**config.mk**
```make
export PLATFORM = sky130hd
export DESIGN_NAME = gray2bin_seq
export DESIGN_NICKNAME = d
export VERILOG_FILES = /design/src/rtl/gray2bin_seq_pkg.sv /design/src/rtl/gray2bin_seq_step.sv /design/src/rtl/gray2bin_seq.sv
export SDC_FILE = /design/constraint.sdc
export NUM_CORES = 1
export LEC_CHECK = 0
export CAP_MARGIN = 20
export CORE_MARGIN = 10
export CORE_UTILIZATION = 40
export CTS_CLUSTER_DIAMETER = 50
export DETAILED_ROUTE_END_ITERATION = 12
export MAX_ROUTING_LAYER = met4
export PLACE_DENSITY_LB_ADDON = 0.15
export REMOVE_ABC_BUFFERS = 1
export SYNTH_ARGS = -nofsm -noshare
export SYNTH_HDL_FRONTEND = slang
export SYNTH_HIERARCHICAL = 1
export SYNTH_SLANG_ARGS = --single-unit
export TNS_END_PERCENT = 50
```
**constraint.sdc**
```tcl
create_clock -name Clock -period 1.77 [get_ports Clock]
set_input_delay 0.177 -clock Clock [delete_from_list [all_inputs] [get_ports Clock]]
set_output_delay 0.177 -clock Clock [all_outputs]
set_load 0.02 [all_outputs]
```
**src/rtl/gray2bin_seq_pkg.sv**
```systemverilog
// rtl/gray2bin_seq_pkg.sv - shared state encoding and default width for the Gray decoder
package gray2bin_seq_pkg;

    localparam int DEFAULT_WIDTH = 4;

    typedef enum logic [1:0] {
        ST_IDLE = 2'd0,
        ST_CONV = 2'd1,
        ST_DONE = 2'd2
    } state_t;

endpackage

```
**src/rtl/gray2bin_seq_step.sv**
```systemverilog
// rtl/gray2bin_seq_step.sv - flags whether two Gray words differ in exactly one bit
module gray_step_check
    import gray2bin_seq_pkg::*;
#(
    parameter int WIDTH = DEFAULT_WIDTH
) (
    input  logic [WIDTH-1:0] cur,
    input  logic [WIDTH-1:0] prev,
    output logic             one_bit
);

    localparam logic [WIDTH-1:0] ONE = WIDTH'(1);

    logic [WIDTH-1:0] diff;

    // Clearing the lowest set bit leaves zero only for a power of two.
    assign diff    = cur ^ prev;
    assign one_bit = (diff != '0) && ((diff & (diff - ONE)) == '0);

endmodule

```
**src/rtl/gray2bin_seq.sv**
```systemverilog
// rtl/gray2bin_seq.sv - bit-serial Gray-to-binary decoder with single-step checking
module gray2bin_seq
    import gray2bin_seq_pkg::*;
#(
    parameter int WIDTH = DEFAULT_WIDTH
) (
    input  logic             Clock,
    input  logic             Resetn,
    input  logic             start,
    input  logic [WIDTH-1:0] g_in,
    output logic [WIDTH-1:0] b_out,
    output logic             busy,
    output logic             done,
    output logic             step_err
);

    localparam int               IDX_W   = $clog2(WIDTH);
    localparam logic [IDX_W-1:0] IDX_TOP = IDX_W'(WIDTH - 1);
    localparam logic [IDX_W-1:0] IDX_ONE = IDX_W'(1);

    state_t           state;
    state_t           state_nxt;
    logic [WIDTH-1:0] shift_g;
    logic [WIDTH-1:0] work;
    logic [WIDTH-1:0] work_nxt;
    logic [WIDTH-1:0] g_prev;
    logic [IDX_W-1:0] idx;
    logic             run_bit;
    logic             cur_bit;
    logic             first_flag;
    logic             err_pend;
    logic             capture;
    logic             one_bit;

    gray_step_check #(.WIDTH(WIDTH)) u_step (
        .cur     (g_in),
        .prev    (g_prev),
        .one_bit (one_bit)
    );

    always_ff @(posedge Clock) begin
        if (!Resetn) begin
            state <= ST_IDLE;
        end else begin
            state <= state_nxt;
        end
    end

    always_comb begin
        state_nxt = state;
        busy      = 1'b0;
        done      = 1'b0;
        capture   = 1'b0;
        case (state)
            ST_IDLE: begin
                capture = start;
                if (start) state_nxt = ST_CONV;
            end
            ST_CONV: begin
                busy = 1'b1;
                if (idx == '0) state_nxt = ST_DONE;
            end
            ST_DONE: begin
                done      = 1'b1;
                capture   = start;
                state_nxt = start ? ST_CONV : ST_IDLE;
            end
            default: state_nxt = ST_IDLE;
        endcase
    end

    always_comb begin
        cur_bit       = run_bit ^ shift_g[idx];
        work_nxt      = work;
        work_nxt[idx] = cur_bit;
    end

    // The step verdict is formed at capture and held until the word completes.
    always_ff @(posedge Clock) begin
        if (!Resetn) begin
            shift_g    <= '0;
            work       <= '0;
            g_prev     <= '0;
            idx        <= '0;
            run_bit    <= 1'b0;
            err_pend   <= 1'b0;
            first_flag <= 1'b1;
            b_out      <= '0;
            step_err   <= 1'b0;
        end else if (capture) begin
            shift_g    <= g_in;
            work       <= '0;
            idx        <= IDX_TOP;
            run_bit    <= 1'b0;
            err_pend   <= !first_flag && !one_bit;
            g_prev     <= g_in;
            first_flag <= 1'b0;
        end else if (state == ST_CONV) begin
            work    <= work_nxt;
            run_bit <= cur_bit;
            idx     <= idx - IDX_ONE;
            if (idx == '0) begin
                b_out    <= work_nxt;
                step_err <= err_pend;
            end
        end
    end

endmodule

```
==> flow_metrics.tcl <==
set metrics [dict create \
    final.period_utilization_pct 88.0 \
    track_usage_pct 8.13 \
    yosysMostFrequentCell "dfxtp_1" \
    dr.pass1.iters 3 \
    final_max_slew_viol_count 0 \
    max_slew_margin_pct 76.3 \
    finalSetupTns_ps 0 \
    pin_count 14 \
    postCtsResizedCells 0 \
    initial_core_util_pct 41.5 \
    rsz0062_at_grt "no" \
    worstSetupEndpointType "primary output" \
    grt_first_pass_wirelength_um 2770 \
    cts_tree "built" \
    outcome "complete, no violations" \
    instances_no_fill 135 \
    yosysWarnings 6 \
    syn_avg_cell_area_um2 10.0 \
    maxCapViolations 0 \
    detail_route.wl_per_cell_um 12.0 \
    synthDistinctLibCells 27 \
    power-per-cell-area_nw_per_um2 811 \
    cts_hold_buf 0 \
    core-area_um2 2170 \
    layout_setup_ws_ps 212 \
    clk_pin_slew_ps 100 \
    synth-xor-area-share_pct 7.65 \
    clk_latency_ps 280 \
    num_vias 669 \
    cp_top_family "buffers and inverters" \
    worst_pin_slew_ps 354 \
    post-route-util_pct 51.0 \
    dp_hpwl_um 1290 \
    insertedDiodeCount 0 \
    period_needed_ps 1560 \
    post_cts_buffers 0 \
    cts_buffer_depth 2 \
    synth_top_area_share_pct 42.3 \
    synth.area.top_cells "dfxtp_1 42%, a311oi_1 5.8%, xnor2_1 5.8%" \
    port_buffers 13 \
    hold_viol_final 0 \
    cp_cell_sequence "nor2b_1 > clkdlybuf4s50_1" \
    drive_gt1_share_pct 10.3 \
    synth_fa_ha_area_share_pct 5.56 \
    rrSetupSlack_ps 240 \
    hold_slack_ps 448 \
    cts-root-buf "clkbuf_4" \
    die_x_um 67.4 \
    finalClockSkew_ps 2.75 \
    synth_top_family_by_area "compound AO/OA/AOI/OAI gates" \
    cp-start-kind "flip-flop" \
    placed_cells 131 \
    cts_buffers 3 \
    critPathMaxStageDelay_ps 610 \
    reg2reg_depth 3 \
    critPathBufInv 1 \
    path_max_fanout 4 \
    grt_pass1_vias 644 \
    arrival_ps 1380 \
    antenna_found_initial 0 \
    synthSimpleGateAreaFrac_pct 15.4 \
    hp-start "first_flag" \
    clock-sinks 19 \
    p_leak_nw 0.420 \
    max-vdd-ir-drop_uv 449 \
    grt_max_degree 12 \
    place.gp.congestion 0.764 \
    pre_cts_ws_ps 41.8 \
    drtIter0Drc 17 \
    post_drt_via_cell_ratio 4.96 \
    synth_common_cells "19 x dfxtp_1, 7 x nand2_1, 6 x a311oi_1, 6 x nor2b_1, 6 x xnor2_1" \
    die-area_um2 4550 \
    cp.required_ps 1590 \
    num_rows 17 \
    fin_nets 119 \
    worst_hold_path.endpoint "first_flag" \
    setup_viol 0 \
    synth_compound_area_share_pct 17.7 \
    ys.flop_type "dfxtp_1" \
    async_flop_share_pct 0 \
    cts-htree-levels 1 \
    path_class "flip-flop to primary output" \
    area_delta_synth_final_pct 22.9 \
    synth-edff-count 0 \
    drc 0 \
    synthMuxAreaShare_pct 8.21 \
    yosysTopAreaCell "dfxtp_1" \
    min_path_type "flip-flop to flip-flop" \
    grt_overflow 0 \
    synth_cells 90 \
    dieHeight_um 67.4 \
    r2r-start "idx[0]" \
    r2r_end "b_out[3]" \
    slowest_stage "clkdlybuf4s50_1" \
    ant_nets 0 \
    syn_area_um2 900 \
    ys_seq_elements 19 \
    max_freq_ghz 0.642 \
    ys_seq_area_share_pct 42.3 \
    wl_um 1620 \
    holdPathStages 2 \
]
## tightest hold or removal path, stage by stage (launching register included)
cell     delay (ps)
dfxtp_1         320
nand2_1          50
nand2_1          40
## cells by family after synthesis
family	Yosys count
AOI/OAI and AO/OA	22
DFF	19
xor gates and xnor gates	7
adders and majority gates	4
and+or+nand+nor	25
buffers and inverters	7
muxes	6
## placed cells by master (no fill, tap or decap), types with 2 or more instances in the layout
master	instances
dfxtp_1	19
clkdlybuf4s50_1	12
nand2_1	7
nor2b_1	6
xnor2_1	6
a311oi_1	6
a21boi_0	5
a21oi_1	5
mux2i_1	4
ha_1	4
buf_4	4
inv_1	3
o31ai_1	3
nor2_1	3
clkbuf_4	3
nand2b_1	2
nand4b_1	2
## where the power goes
part | internal (mW) | switching (mW) | total [mW]
Combinational | 0.106 | 0.104 | 0.210
Clock | 0.0874 | 0.125 | 0.213
Sequential | 0.455 | 0.0199 | 0.475
Total | 0.649 | 0.249 | 0.897
## worst max-delay path by stage
stage | start | end | slack [ps] | depth (start not counted)
finish | state[1] | done | 210 | 2
global route | state[1] | done | 120 | 2
CTS | state[0] | busy | 20 | 2
detailed placement | g_in[2] | err_pend | 40 | 6
global placement | g_in[2] | err_pend | 90 | 6
floorplan | state[0] | idx[1] | 90 | 3
## flip-flops by register name, indices dropped and copies added (netlist names)
name,cells
work,3
state,2
g_prev,4
first_flag,1
b_out,4
step_err,1
run_bit,1
err_pend,1
idx,2
## final cells by class
class                      instances  area, µm²
multi-input combinational         64        490
timing repair buffer              17        163
clock buffer                       4       26.3
fill                             232       1060
tap                               28       35.0
inverter                           3       11.3
sequential                        19        380
## layer usage
metal / GRT usage (%) / part of all wire (%)
met1: 8.66 / 46
met2: 12.7 / 44
met3: 2.98 / 7.4
met4: 4.87 / 2.5
met5: - / 0
## per-stage QoR
step                instance area, µm²  power [mW]
finish                            1110       0.897
global route                      1110       0.951
CTS                               1100       0.914
detailed placement                1080       0.699
global placement                  1080       0.695
floorplan                          882       0.619
Power figures use the tool's default switching activity.
